## src/rtl/seg595_pkg.sv

```systemverilog
`default_nettype none
// ----------------------------------------------------------------------
// seg595_pkg : shared constants, types and digit encoder for seg_595_scan
// rev 1.0
// ----------------------------------------------------------------------
package seg595_pkg;

    localparam int N_DIGITS = 6;
    localparam int WORD_W   = 14;

    // Active-low segment codes, dp on bit 7
    localparam logic [7:0] SEG_0     = 8'hC0;
    localparam logic [7:0] SEG_1     = 8'hF9;
    localparam logic [7:0] SEG_2     = 8'hA4;
    localparam logic [7:0] SEG_3     = 8'hB0;
    localparam logic [7:0] SEG_4     = 8'h99;
    localparam logic [7:0] SEG_5     = 8'h92;
    localparam logic [7:0] SEG_6     = 8'h82;
    localparam logic [7:0] SEG_7     = 8'hF8;
    localparam logic [7:0] SEG_8     = 8'h80;
    localparam logic [7:0] SEG_9     = 8'h90;
    localparam logic [7:0] SEG_BLANK = 8'hFF;
    localparam logic [7:0] SEG_MINUS = 8'hBF;

    typedef enum logic [1:0] {
        IDLE  = 2'd0,
        SHIFT = 2'd1,
        LATCH = 2'd2
    } shift_state_t;

    typedef logic [N_DIGITS-1:0][7:0] frame_t;

    typedef struct packed {
        logic [4*N_DIGITS-1:0] bcd;
        logic [N_DIGITS-1:0]   point;
        logic                  sign;
        logic                  seg_en;
    } conv_t;

    function automatic logic [7:0] seg_of(input logic [3:0] d);
        logic [7:0] code;
        case (d)
            4'd0:    code = SEG_0;
            4'd1:    code = SEG_1;
            4'd2:    code = SEG_2;
            4'd3:    code = SEG_3;
            4'd4:    code = SEG_4;
            4'd5:    code = SEG_5;
            4'd6:    code = SEG_6;
            4'd7:    code = SEG_7;
            4'd8:    code = SEG_8;
            4'd9:    code = SEG_9;
            default: code = SEG_BLANK;
        endcase
        return code;
    endfunction

endpackage
`default_nettype wire

```

## src/rtl/seg_595_scan_bin2bcd.sv

```systemverilog
`default_nettype none
// ----------------------------------------------------------------------
// bin2bcd_seq : free-running 20-bit to 6-digit BCD shift-add-3 converter
// rev 1.0
// ----------------------------------------------------------------------
module bin2bcd_seq
    import seg595_pkg::*;
(
    input  logic        clk,
    input  logic        rst_n,
    input  logic [19:0] data,
    input  logic [5:0]  point,
    input  logic        sign,
    input  logic        seg_en,
    output logic        done,
    output conv_t       result
);

    localparam logic [19:0] SAT_MAX = 20'd999_999;

    logic [4:0]  iter;
    logic [19:0] bin;
    logic [23:0] bcd;
    logic [23:0] bcd_adj;
    logic [5:0]  point_s;
    logic        sign_s;
    logic        seg_en_s;

    always_comb begin
        bcd_adj = bcd;
        for (int i = 0; i < N_DIGITS; i++) begin
            if (bcd[4*i +: 4] >= 4'd5)
                bcd_adj[4*i +: 4] = bcd[4*i +: 4] + 4'd3;
        end
    end

    // iter 0 is the load cycle; iterations 1..20 shift one binary bit each
    always_ff @(posedge clk or negedge rst_n) begin
        if (!rst_n) begin
            iter     <= 5'd0;
            bin      <= '0;
            bcd      <= '0;
            point_s  <= '0;
            sign_s   <= 1'b0;
            seg_en_s <= 1'b0;
            done     <= 1'b0;
        end else begin
            done <= 1'b0;
            if (iter == 5'd0) begin
                bin      <= (data > SAT_MAX) ? SAT_MAX : data;
                bcd      <= '0;
                point_s  <= point;
                sign_s   <= sign;
                seg_en_s <= seg_en;
                iter     <= 5'd1;
            end else begin
                bcd <= {bcd_adj[22:0], bin[19]};
                bin <= {bin[18:0], 1'b0};
                if (iter == 5'd20) begin
                    iter <= 5'd0;
                    done <= 1'b1;
                end else begin
                    iter <= iter + 5'd1;
                end
            end
        end
    end

    assign result = '{bcd: bcd, point: point_s, sign: sign_s, seg_en: seg_en_s};

endmodule
`default_nettype wire

```

## src/rtl/seg_595_scan.sv

```systemverilog
`default_nettype none
// ----------------------------------------------------------------------
// seg_595_scan : six-digit seven-segment scanner driving a 74HC595 chain
// rev 1.0
// ----------------------------------------------------------------------
module seg_595_scan
    import seg595_pkg::*;
#(
    parameter int CNT_1MS_MAX = 49_999
)(
    input  logic        sys_clk,
    input  logic        sys_rst_n,
    input  logic [19:0] data,
    input  logic [5:0]  point,
    input  logic        sign,
    input  logic        seg_en,
    output logic        stcp,
    output logic        shcp,
    output logic        ds,
    output logic        oe
);

    localparam int CW = $clog2(CNT_1MS_MAX + 1);

    logic [CW-1:0]     dwell;
    logic [2:0]        digit;
    logic              tick;
    logic              conv_done;
    conv_t             conv_res;
    conv_t             latest;
    frame_t            disp;
    frame_t            fresh;
    logic [7:0]        seg_cur;
    logic [5:0]        sel_cur;
    logic [WORD_W-1:0] word_next;

    shift_state_t      state;
    logic [WORD_W-1:0] word;
    logic [1:0]        phase;
    logic [3:0]        bit_idx;
    logic              hold;

    bin2bcd_seq u_bcd (
        .clk    (sys_clk),
        .rst_n  (sys_rst_n),
        .data   (data),
        .point  (point),
        .sign   (sign),
        .seg_en (seg_en),
        .done   (conv_done),
        .result (conv_res)
    );

    function automatic frame_t frame_codes(input conv_t c);
        frame_t              f;
        logic [N_DIGITS-1:0] blank;
        logic                live;
        logic                sign_used;
        logic [7:0]          code;
        f         = '0;
        blank     = '0;
        live      = 1'b0;
        sign_used = 1'b0;
        for (int k = N_DIGITS - 1; k >= 0; k--) begin
            live     = live | (c.bcd[4*k +: 4] != 4'd0) | c.point[k] | (k == 0);
            blank[k] = !live;
        end
        // Blank digits form a contiguous top run, so the first one met is the sign slot
        for (int k = 0; k < N_DIGITS; k++) begin
            if (!blank[k]) begin
                code = seg_of(c.bcd[4*k +: 4]);
            end else if (c.sign && !sign_used) begin
                code      = SEG_MINUS;
                sign_used = 1'b1;
            end else begin
                code = SEG_BLANK;
            end
            if (c.point[k])
                code[7] = 1'b0;
            if (!c.seg_en)
                code = SEG_BLANK;
            f[k] = code;
        end
        return f;
    endfunction

    assign tick  = (dwell == CW'(CNT_1MS_MAX));
    assign fresh = frame_codes(latest);

    // Digit 0 uses the frame being loaded this very tick
    assign seg_cur   = (digit == 3'd0) ? fresh[0] : disp[digit];
    assign sel_cur   = 6'b000001 << digit;
    assign word_next = {seg_cur, sel_cur};

    always_ff @(posedge sys_clk or negedge sys_rst_n) begin
        if (!sys_rst_n) begin
            dwell  <= '0;
            digit  <= 3'd0;
            latest <= '0;
            disp   <= {N_DIGITS{SEG_BLANK}};
        end else begin
            if (tick) begin
                dwell <= '0;
                digit <= (digit == 3'(N_DIGITS - 1)) ? 3'd0 : digit + 3'd1;
                if (digit == 3'd0)
                    disp <= fresh;
            end else begin
                dwell <= dwell + CW'(1);
            end
            if (conv_done)
                latest <= conv_res;
        end
    end

    // Each bit spans phases 0..3: ds set on entry to phase 0, shcp high in 2 and 3
    always_ff @(posedge sys_clk or negedge sys_rst_n) begin
        if (!sys_rst_n) begin
            state   <= IDLE;
            word    <= '0;
            phase   <= 2'd0;
            bit_idx <= 4'd0;
            hold    <= 1'b0;
            ds      <= 1'b0;
            shcp    <= 1'b0;
            stcp    <= 1'b0;
            oe      <= 1'b1;
        end else begin
            oe <= 1'b0;
            case (state)
                IDLE: begin
                    if (tick) begin
                        state   <= SHIFT;
                        word    <= word_next;
                        ds      <= word_next[0];
                        phase   <= 2'd0;
                        bit_idx <= 4'd0;
                        shcp    <= 1'b0;
                    end
                end
                SHIFT: begin
                    if (phase == 2'd3) begin
                        shcp  <= 1'b0;
                        phase <= 2'd0;
                        if (bit_idx == 4'(WORD_W - 1)) begin
                            state <= LATCH;
                            stcp  <= 1'b1;
                            hold  <= 1'b0;
                        end else begin
                            bit_idx <= bit_idx + 4'd1;
                            ds      <= word[bit_idx + 4'd1];
                        end
                    end else begin
                        phase <= phase + 2'd1;
                        shcp  <= (phase >= 2'd1);
                    end
                end
                LATCH: begin
                    if (hold) begin
                        state <= IDLE;
                        stcp  <= 1'b0;
                    end else begin
                        hold <= 1'b1;
                    end
                end
                default: begin
                    state <= IDLE;
                    shcp  <= 1'b0;
                    stcp  <= 1'b0;
                end
            endcase
        end
    end

endmodule
`default_nettype wire
```

## config.mk

```make
export PLATFORM = sky130hd
export DESIGN_NAME = seg_595_scan
export DESIGN_NICKNAME = d
export VERILOG_FILES = /design/src/rtl/seg595_pkg.sv /design/src/rtl/seg_595_scan_bin2bcd.sv /design/src/rtl/seg_595_scan.sv
export SDC_FILE = /design/constraint.sdc
export NUM_CORES = 1
export LEC_CHECK = 0
export CAP_MARGIN = 0
export CORE_UTILIZATION = 25
export DETAILED_ROUTE_END_ITERATION = 8
export HOLD_SLACK_MARGIN = 0.12
export MAX_ROUTING_LAYER = met4
export PLACE_DENSITY = 0.53
export SLEW_MARGIN = 10
export SYNTH_ARGS = -nofsm -noshare
export SYNTH_HDL_FRONTEND = slang
export SYNTH_SLANG_ARGS = --single-unit
```

## constraint.sdc

```tcl
create_clock -name sys_clk -period 2.1 [get_ports sys_clk]
set_clock_uncertainty 0.15 [all_clocks]
set_input_delay 0.42 -clock sys_clk [delete_from_list [all_inputs] [get_ports sys_clk]]
set_output_delay 0.42 -clock sys_clk [all_outputs]
set_load 0.05 [all_outputs]
```

* Word level (Yosys, flattened, before mapping)
Memories as Yosys holds them, arrays and structs flattened.
Index checks and enable logic that the tools add are counted.
** Cells by class
- Reduce and logical (&&, ||, !) cells :: 26
- Add/sub/neg operators :: 11
- $lt $le $gt $ge :: 10
- Shifts and indexed selects :: 1
- Bitwise operators :: 11
- Muxes and demuxes :: 76
- Eq/ne operators :: 12
** Operator list (number)
- two-way mux 8 bit :: 13
- two-way mux 20 bit :: 2
- two-way mux 7 bit :: 5
- two-way mux 4 bit :: 8
- two-way mux 1 bit :: 27
- binary-select mux 8 bit (select 3 bit) :: 1
- >= comparator 4 x 3 -> 1 bit (second input constant) :: 6
- two-way mux 24 bit :: 1
- adder 4 x 2 -> 4 bit (second input constant) :: 5
- greater-than comparator 20 bit (second input constant) :: 1
- nonzero test 4 bit :: 5
- adder 16 x 1 -> 16 bit (second input constant) :: 1
- equality test 16 bit (second input constant) :: 1
- two-way mux 16 bit :: 1
- two-way mux 2 bit :: 6
- AND reduction 4 bit :: 3
- two-way mux 5 bit :: 2
- != test 2 bit (second input constant) :: 5
- bitwise OR 1 bit :: 9
- one-hot mux 4 bit (2 select lines) :: 1
- AND reduction 2 bit :: 4
- two-way mux 3 bit :: 2
- one-hot mux 1 bit (3 select lines) :: 2
- one-hot mux 2 bit (3 select lines) :: 1
- other kinds (25) :: 35
** Word-level totals
- Input bits :: 30
- ROM bits :: 672
- Register bits :: 184
- Word-level logic and storage cells :: 181
- Memories :: 6
** Memory list
- (name not given) :: words 16, bits a word 7, read ports 1, clocked after Yosys merged registers in 0, wr ports 0, line seg595_pkg.sv:42 : case (d)
- (name not given) :: words 16, bits a word 7, read ports 1, clocked after Yosys merged registers in 0, wr ports 0, line seg595_pkg.sv:42
- (name not given) :: words 16, bits a word 7, read ports 1, clocked after Yosys merged registers in 0, wr ports 0, line seg595_pkg.sv:42
- (name not given) :: words 16, bits a word 7, read ports 1, clocked after Yosys merged registers in 0, wr ports 0, line seg595_pkg.sv:42
- (name not given) :: words 16, bits a word 7, read ports 1, clocked after Yosys merged registers in 0, wr ports 0, line seg595_pkg.sv:42
- (name not given) :: words 16, bits a word 7, read ports 1, clocked after Yosys merged registers in 0, wr ports 0, line seg595_pkg.sv:42

* Longest topological paths before layout
Gate-level depths: netlist of the first run.
- Depth in word-level cells :: 29
- Gate-level depth with buffers :: 9

* By module
A second synthesis of the first run with hierarchy kept.
** Second synthesis, totals
- Cell total of the unflattened synthesis :: 1004
- Area total of the unflattened synthesis :: 9584.2 um^2
** Modules (own cells, without submodules)
- seg_595_scan :: cells each 726, area each 6910.4 um^2, instances 1
- bin2bcd_seq :: cells each 278, area each 2673.8 um^2, instances 1

* Worst setup path before layout of the first run
Ideal clock, no wire load.
- Path kind :: register to register
- Start :: reg dwell[0]
- End :: reg ds
- Cell stages (with the launch flop) :: 9
- Arrival time :: 1880 ps
- Library setup time :: 126 ps
- Setup slack :: -56 ps
- Buffers on the path :: 1
- Data required time :: 1824 ps
- Clock period less this slack :: 2156 ps
- Cell sequence :: dfrtp_1 > ha_1 > and3_1 > clkbuf_1 > nand4_4 > or3_4 > nand2_4 > o21ai_2 > o32a_1
** On the way
- Longest elaborated chain between the ends :: 3
** Ends and longest elaborated chain
- start: declaration :: line seg_595_scan.sv:25 : logic [CW-1:0] dwell;
- start signal: assignment :: line seg_595_scan.sv:108 : dwell <= dwell + CW'(1);
- equality test 16 bit :: line seg_595_scan.sv:87 : assign tick = (dwell == CW'(CNT_1MS_MAX));
- != test 2 bit (no source line)
- AND reduction 4 bit (no source line)
- end signal: assignment :: line seg_595_scan.sv:134 : ds <= word_next[0];
- end signal: assignment :: line seg_595_scan.sv:150 : ds <= word[bit_idx + 4'd1];
- end: declaration :: line seg_595_scan.sv:19 : output logic ds,
Every way passes these cells.
A chain may end at the register's enable or synchronous reset.

* Worst setup path in the final report of the first run
- Start :: reg dwell[11]
- End :: reg ds
The elaborated chain is that of the path after synthesis.

==> out/summary.log, run 1 <==
[outcome] run status finished, final reports clean
[pwr] power per cell area 788.0 nW/µm²
[worst_setup_path] worst r2r dst ds
[finish] ratio of cells with drive above 1 in the final layout 22.02%
[routing] wire length per cell 13.30 µm
[clock_network] buffers from clock root to sink, at most 2
[timing] time the worst path needs with I/O delays and setup 2.041 ns
[worst_setup_path] startpoint type of the worst setup path flop
[finish] area delta synth->final 23.89%
[timing] setup violation total in the final timing report 0
[synthesis] FF+latch count, synth 176
[worst_setup_path] Crit path required time 2.27 ns
[global_route] maximum number of pins on one net before global-route repair 48
[timing] number of hold violations in the final report 0
[timing] number of max-slew violations in the final report 0
[die] standard cell core area 35570 µm²
[global_route] initial antenna violation count 0
[synthesis] part of the Yosys area used for sequential elements 49.21%
[synthesis] net count after synthesis 1023
[finish] filler instances 3730
[worst_setup_path] worst setup path end ds
[worst_setup_path] maximum fanout encountered on the critical timing path 5
[timing] smallest hold slack 0.2992 ns
[pwr] Worst IR Drop VDD 0.6313 mV
[clock_network] CTS tree built
[synthesis] EDFF count, synth 0
[routing] remaining antenna violation count after routing 0
[routing] DRT Pass-1 Iters 6
[clock_network] H-tree depth 4
[routing] routed via count divided by cell count 4.468
[worst_setup_path] FF-to-FF path depth 6
[global_route] number of global-route vias before repair 6865
[clock_network] number of sinks driven by the clock tree 176
[worst_setup_path] nature of the critical path endpoint flop
[clock_network] post-CTS clock slew at the launch and capture registers of the worst setup and hold paths 0.07 ns
[hold_path] class of the tightest hold or removal check reg -> reg
[place] weighted congestion reported at the end of routability-driven placement 0.7938
[finish] antenna diode count 0
[die] num ports 34
[timing] Worst Tran Pin Value 0.7154 ns
[synthesis] area fraction of the dominant cell type after synthesis 37.31%
[synthesis] top area cells in the synthesized netlist sky130_fd_sc_hd__dfrtp_1 (37%), sky130_fd_sc_hd__dfstp_2 (12%), sky130_fd_sc_hd__ha_1 (6.4%)
[finish] NumNets Final 1121
[synthesis] post-synthesis cell type with the largest combined area sky130_fd_sc_hd__dfrtp_1
[clock_network] CTS Root Cell sky130_fd_sc_hd__clkbuf_16
[timing] period utilization 97.19%
[pwr] overall power of the completed layout 8.840 mW
[global_route] global-route wire length before repair 34780 µm
[worst_setup_path] worst endpoint data arrival time 2.21 ns
[worst_setup_path] reg2reg setup slack 0.06 ns
[routing] DRC violation count after routing 0
[synthesis] Unique masters post-synth 58
[timing] Max-slew headroom 52.31%
[clock_network] cts bufs inserted 17
[synthesis] synthesized area divided by synthesized cell count 9.562 µm²
[die] die outline width 192.3 µm
[run] count of max-cap constraint violations 0
[synthesis] FFs w/ async S/R, synth 100.0%
[global_route] GRT Util Overall 12.11%
[place] port bufs 33
[die] die area 36990 µm²
[clock_network] Worst-Skew Late Latency 0.44 ns
[synthesis] post-synthesis cell area 9055 µm²
[die] count of standard-cell rows 69
[routing] total length of routed wires 20200 µm
[timing] unrepaired setup endpoints after global routing yes
[synthesis] Yosys Warn Count 0
[synthesis] gate count after technology mapping 947
[routing] number of violations reported at the end of detailed-routing iteration 0 275
[worst_setup_path] startpoint of the most critical setup path dwell[11]
[timing] highest clock frequency the design can meet 489.9 MHz
[worst_setup_path] R2R Path Start dwell[11]
[die] Initial Utilization 25.46%
[pwr] Leak Pwr 4.941 nW
[routing] total number of vias 6787
[die] height of the die 192.3 µm
[synthesis] Most used DFF post-synth sky130_fd_sc_hd__dfrtp_1
[global_route] gr ovfl total 0
[place] detailed-placement wirelength estimate 14490 µm
[worst_setup_path] path type of the worst setup path reg -> reg
[layout by cell type, fill, tap and decap left out, types with 6 or more instances in the layout]
cell type,Yosys,layout
sky130_fd_sc_hd__a31oi_1,9,9
sky130_fd_sc_hd__ha_1,46,43
sky130_fd_sc_hd__buf_12,0,6
sky130_fd_sc_hd__o22a_1,14,14
sky130_fd_sc_hd__nand3_1,27,24
sky130_fd_sc_hd__nand2_1,145,145
sky130_fd_sc_hd__buf_4,0,90
sky130_fd_sc_hd__nor2b_1,7,7
sky130_fd_sc_hd__mux2i_1,13,13
sky130_fd_sc_hd__a22o_1,8,8
sky130_fd_sc_hd__o21ai_1,1,11
sky130_fd_sc_hd__nor2_1,90,90
sky130_fd_sc_hd__a21oi_1,59,59
sky130_fd_sc_hd__nand2b_1,22,22
sky130_fd_sc_hd__clkbuf_16,0,17
sky130_fd_sc_hd__clkdlybuf4s50_1,0,28
sky130_fd_sc_hd__xnor2_1,17,17
sky130_fd_sc_hd__o21ai_0,82,72
sky130_fd_sc_hd__dfrtp_1,135,135
sky130_fd_sc_hd__a211oi_1,6,6
sky130_fd_sc_hd__inv_1,37,33
sky130_fd_sc_hd__mux2_2,24,24
sky130_fd_sc_hd__nor3_1,16,13
sky130_fd_sc_hd__xor2_1,15,15
sky130_fd_sc_hd__dfstp_2,41,41
[what timing repair did]
action,in CTS,in global routing
cloned,0,1
gates resized for setup,5,29
endpoints found under the hold margin,44,0
endpoints found under the setup margin,6,34
hold buffers,1,0
pin swaps,2,8
setup buffers,0,8
[power by group]
part	internal (mW)	total (mW)	switching (mW)	leakage [nW]
Clock	1.59	3.08	1.49	0.279
Combinational	0.955	1.98	1.03	2.48
Sequential	3.59	3.78	0.195	2.18
[registers in the layout (all words and copies together), names as in the netlist]
signal and cells:
bit_idx 4, digit 3, disp 40, ds 1
dwell 16, hold 1, latest 32, oe 1
phase 2, shcp 1, state 2, stcp 1
u_bcd.bcd 24, u_bcd.bin 20, u_bcd.done 1, u_bcd.iter 5
u_bcd.point_s 6, u_bcd.seg_en_s 1, u_bcd.sign_s 1, word 14
[through the flow]
| stage | util [%] | setup WS, ns | setup TNS, ns | area (µm²) | instances |
|---|---|---|---|---|---|
| global placement | 29.46 | -0.2806 | -3.721 | 10480 | 1477 |
| CTS | 31.12 | 0.006542 | 0 | 11070 | 1510 |
| floorplan | - | 0.002104 | 0 | 9056 | 947 |
| detailed placement | 29.46 | -0.2891 | -3.593 | 10480 | 1477 |
| global route | 31.54 | -0.07754 | -0.2210 | 11220 | 1519 |
| finish | 31.54 | 0.05894 | 0 | 11220 | 1519 |
[synthesized netlist by cell type (all sizes together) (9+ instances only)]
master,instances
a21oi,59
a31oi,9
buf,9
clkbuf,42
dfrtp,135
dfstp,41
ha,46
inv,37
mux2,24
mux2i,13
nand2,146
nand2b,22
nand3,27
nor2,90
nor3,18
o21ai,84
o22a,14
xnor2,17
xor2,15
[how the worst min path moves through the flow]
stage / start / to / depth (start not counted)
2_1_floorplan: sys_rst_n / bit_idx[0] / 0
3_3_place_gp: sys_rst_n / dwell[9] / 1
3_5_place_dp: sys_rst_n / dwell[9] / 1
4_1_cts: u_bcd.bin[15] / u_bcd.bin[16] / 2
5_1_grt: u_bcd.bin[17] / u_bcd.bin[18] / 2
6_report: u_bcd.bin[14] / u_bcd.bin[15] / 2
[metal layers]
layer / part of all wire (%) / GRT usage, % / wire length (µm) / vias to the layer above
li1: - / - / - / 3438
met1: 52 / 16.37 / 10410 / 3270
met2: 45 / 18.64 / 9053 / 65
met3: 2.8 / 2.346 / 557 / 14
met4: 0.89 / 2.786 / 180 / 0
met5: 0 / - / 0 / -
[cell type report]
cell class | count | area (µm²) | share of cell area (%)
sequential | 176 | 4456 | 39.72
multi-input combinational | 683 | 4348 | 38.76
timing repair buffer | 130 | 1136 | 10.13
tap | 461 | 576.8 | 5.142
clock buffer | 18 | 439.2 | 3.915
inverter | 37 | 138.9 | 1.238
clock inverter | 14 | 123.9 | 1.104
[worst max-delay path, stage by stage (launching register included)]
cell,delay (ns)
sky130_fd_sc_hd__dfrtp_1,0.41
sky130_fd_sc_hd__nor4b_4,0.38
sky130_fd_sc_hd__nand4_4,0.14
sky130_fd_sc_hd__or3_4,0.40
sky130_fd_sc_hd__nand2_4,0.11
sky130_fd_sc_hd__o21ai_2,0.06
sky130_fd_sc_hd__o32a_1,0.28
[logic make-up (layout without fill, tap and decap cells)]
group / after synthesis / after routing / synth area share [%]
AOI/OAI and AO/OA: 216 / 216 / 14.34
xor gates and xnor gates: 32 / 32 / 3.095
adders and majority gates: 46 / 46 / 6.356
buffers and inverters: 88 / 199 / 3.827
DFF: 176 / 176 / 49.21
muxes: 40 / 40 / 5.168
other: 1 / 1 / 0.04141
and+or+nand+nor: 348 / 348 / 17.96
(Power assumes the default switching activity.)
==> run 2, diff against run 1 <==
Settings changed: TNS_END_PERCENT set to 100.
==> results of run 2 <==
Same layout as run 1: the final DEF is identical, and so are final timing and power.
==> run 3, diff against run 2 <==
Settings changed: PLACE_DENSITY 0.53 to not set.
==> run 3 against run 2 <==
Compared with the run above:
- hold slack lost 0.0027 ns
- maximum frequency decreased by 0.81%
- sequential power is essentially flat
- critical path type unchanged
- highest routed layer unchanged
- core utilization about the same
- largest cell class unchanged
- critical path depth grew 4
==> out/summary.log, run 3 (synthesis results as in run 1) <==
[timing] Worst Tran Pin Value 0.4907 ns [-0.2247 ns]
[pwr] combinational share of power 22.4% [about the same]
[pwr] Worst IR Drop VDD 0.7202 mV [+14%]
[routing] DRT Pass-1 Iters 5 [-1]
[die] num ports 34 [unchanged]
[finish] top flop regs disp (40), latest (32), u_bcd.bcd (24)
[timing] setup violation total in the final timing report 0 [unchanged]
[die] height of the die 192.3 µm [unchanged]
[timing] number of max-slew violations in the final report 0 [unchanged]
[worst_setup_path] Crit path required time 2.33 ns [+0.06 ns]
[die] die outline width 192.3 µm [unchanged]
[global_route] gr ovfl total 0 [unchanged]
[clock_network] Worst-Skew Late Latency 0.44 ns [about the same]
[finish] most frequent cells in the layout sky130_fd_sc_hd__nand2_1 (145), sky130_fd_sc_hd__dfrtp_1 (135), sky130_fd_sc_hd__buf_4 (93)
[routing] DRC violation count after routing 0 [unchanged]
[place] cell count after placement 1485 [+0.54%]
[global_route] initial antenna violation count 0 [unchanged]
[place] weighted congestion reported at the end of routability-driven placement 0.7860 [-0.98%]
[worst_setup_path] slowest cell delay on critical path 0.47 ns [+0.06 ns]
[finish] flip-flop count of the largest register, all copies and words added 40 [unchanged]
[timing] period utilization 97.99% [+0.80 points]
[worst_setup_path] maximum fanout encountered on the critical timing path 6 [+1]
[timing] Max-slew headroom 67.07% [+15 points]
[worst_setup_path] nature of the critical path endpoint flop
[finish] antenna diode count 0 [unchanged]
[timing] number of hold violations in the final report 0 [unchanged]
[worst_setup_path] CP Cell Sequence inv_2 -> ha_4 -> or4b_4 -> inv_2 -> nand4_1 -> buf_6 -> o211ai_1 -> buf_4 -> o21ai_0 -> nand2_1
[routing] remaining antenna violation count after routing 0 [unchanged]
[routing] number of violations reported at the end of detailed-routing iteration 0 373 [+36%]
[finish] area delta synth->final 23.99% [about the same]
[finish] fraction of the core area covered by cells at the end of the flow 31.56% [about the same]
[outcome] run status finished, final reports clean
[pwr] power per cell area 794.6 nW/µm² [+0.84%]
[finish] NumNets Final 1122 [+0.089%]
[worst_setup_path] worst endpoint data arrival time 2.29 ns [+0.08 ns]
[die] standard cell core area 35570 µm² [unchanged]
[clock_network] H-tree depth 4 [unchanged]
[routing] wire length per cell 12.90 µm [-3.0%]
[timing] unrepaired setup endpoints after global routing yes
[pwr] sequential share of power 42.4% [-0.4 points]
[worst_setup_path] Largest delay share family, worst path simple AND/OR/NAND/NOR gates
[worst_setup_path] slowest CP cell sky130_fd_sc_hd__or4b_4
[pwr] Leak Pwr 4.936 nW [-0.11%]
[place] port bufs 33 [unchanged]
[worst_setup_path] path type of the worst setup path reg -> reg
[pwr] switching share of power 30.22% [-0.43 points]
[finish] ratio of cells with drive above 1 in the final layout 21.44% [-0.59 points]
[die] die area 36990 µm² [unchanged]
[finish] Largest Register disp
[routing] routed via count divided by cell count 4.482 [+0.30%]
[worst_setup_path] Buffers & Inverters on Critical Path 4 [+4]
[worst_setup_path] startpoint type of the worst setup path flop
[finish] filler instances 3709 [-0.56%]
[die] Initial Utilization 25.46% [unchanged]
[finish] area of all placed cells without fillers 11230 µm² [about the same]
[clock_network] CTS tree built
[run] count of max-cap constraint violations 0 [unchanged]
[pwr] net switching power 2.696 mW [-0.50%]
[clock_network] post-CTS clock slew at the launch and capture registers of the worst setup and hold paths 0.07 ns [about the same]
[routing] total number of vias 6812 [+0.37%]
[finish] non-filler cells, final 1520 [+0.066%]
[timing] highest clock frequency the design can meet 486.0 MHz [-0.81%]
[die] count of standard-cell rows 69 [unchanged]
[worst_setup_path] Worst path most repeated cell sky130_fd_sc_hd__inv_2
[hold_path] class of the tightest hold or removal check reg -> reg
[finish] most frequent standard cell in the layout excluding fill and tap cells sky130_fd_sc_hd__nand2_1
[clock_network] number of sinks driven by the clock tree 176 [unchanged]
[global_route] GRT Util Overall 11.62% [-0.49 points]
[place] detailed-placement wirelength estimate 13890 µm [-4.2%]
[place] area after detailed placement 10540 µm² [+0.57%]
[pwr] proportion of power drawn by the clock network 35.2% [+0.4 points]
[clock_network] CTS Root Cell sky130_fd_sc_hd__clkbuf_16
[global_route] maximum number of pins on one net before global-route repair 55 [+15%]
[clock_network] cts bufs inserted 17 [unchanged]
[routing] total length of routed wires 19610 µm [-2.9%]
[pwr] total internal power 6.225 mW [+1.5%]
[global_route] global-route wire length before repair 33490 µm [-3.7%]
[clock_network] buffers from clock root to sink, at most 2 [unchanged]
[global_route] number of global-route vias before repair 6688 [-2.6%]
[timing] time the worst path needs with I/O delays and setup 2.058 ns [+0.01673 ns]
[run 3: cell types whose count changed in the layout (fill, tap and decap cells not counted), moves of 2 or more]
cell / before / now
sky130_fd_sc_hd__a21oi_1: 59 / 57
sky130_fd_sc_hd__a21oi_2: 0 / 2
sky130_fd_sc_hd__buf_4: 90 / 93
sky130_fd_sc_hd__clkbuf_1: 0 / 2
sky130_fd_sc_hd__clkinv_4: 5 / 1
sky130_fd_sc_hd__clkinv_8: 0 / 2
sky130_fd_sc_hd__ha_1: 43 / 45
sky130_fd_sc_hd__ha_2: 2 / 0
sky130_fd_sc_hd__inv_6: 2 / 4
sky130_fd_sc_hd__inv_8: 4 / 2
sky130_fd_sc_hd__nand3_1: 24 / 27
sky130_fd_sc_hd__nand3_2: 3 / 0
sky130_fd_sc_hd__o21ai_0: 72 / 76
sky130_fd_sc_hd__o21ai_1: 11 / 7
[run 3: per-stage QoR]
step	setup slack (ns)	TNS [ns]	total power, mW	hold WS [ns]
final	0.04221	0	8.921	0.2965
after global routing	-0.09734	-0.4688	9.450	0.3163
after CTS	0.01426	0	8.972	0.3014
after global placement	-0.2818	-3.813	5.735	0.2541
after floorplan	0.002104	0	4.991	-0.02559
after detailed placement	-0.2271	-2.935	5.777	0.2600
[run 3: worst reg2reg max path, cell delays in order, from the launching register on]
cell                       delay, ns
sky130_fd_sc_hd__dfrtp_1        0.39
sky130_fd_sc_hd__inv_2          0.08
sky130_fd_sc_hd__ha_4           0.14
sky130_fd_sc_hd__or4b_4         0.47
sky130_fd_sc_hd__inv_2          0.06
sky130_fd_sc_hd__nand4_1        0.09
sky130_fd_sc_hd__buf_6          0.15
sky130_fd_sc_hd__o211ai_1       0.15
sky130_fd_sc_hd__buf_4          0.17
sky130_fd_sc_hd__o21ai_0        0.09
sky130_fd_sc_hd__nand2_1        0.07
[run 3: layout make-up]
cell class / count / area [µm²] / share of cell area, %
clock buffer: 19 / 432.9 / 3.856
clock inverter: 13 / 148.9 / 1.326
inverter: 37 / 138.9 / 1.237
multi-input combinational: 683 / 4332 / 38.58
sequential: 176 / 4456 / 39.69
tap: 461 / 576.8 / 5.138
timing repair buffer: 131 / 1142 / 10.18
[run 3: power by group through the flow]
stage	clock network (mW)	logic (mW)	registers, mW
2_1_floorplan	0	1.20	3.79
3_3_place_gp	0	1.91	3.82
3_5_place_dp	0	1.94	3.83
4_1_cts	3.23	1.97	3.77
5_1_grt	3.36	2.28	3.80
6_report	3.14	2.00	3.78
[run 3: final timing paths]
kind                                  to  depth (start not counted)           from  slack [ns]
max reg2reg                     disp[11]                         10     latest[16]        0.04
min reg2reg                u_bcd.bin[19]                          2  u_bcd.bin[18]        0.30
max in group asynchronous       disp[37]                          3      sys_rst_n        0.70
min in group asynchronous       state[1]                          2      sys_rst_n        0.35
max                             disp[11]                         10     latest[16]        0.04
min                        u_bcd.bin[19]                          2  u_bcd.bin[18]        0.30
[run 3: what timing repair did]
item / in CTS / in global routing
hold buffers: 1 / 0
setup endpoints to repair: 7 / 22
resized for setup: 6 / 18
pin swaps: 4 / 3
endpoints found under the hold margin: 30 / 0
setup buffers: 0 / 2
[run 3: layer usage]
layer / vias to the layer above / global-route usage, % / routed length [µm] / part of all wire, %
li1: 3453 / - / - / -
met1: 3259 / 15.87 / 9936 / 51
met2: 82 / 17.54 / 8917 / 45
met3: 18 / 1.946 / 487 / 2.5
met4: 0 / 3.513 / 263 / 1.3
met5: - / - / 0 / 0
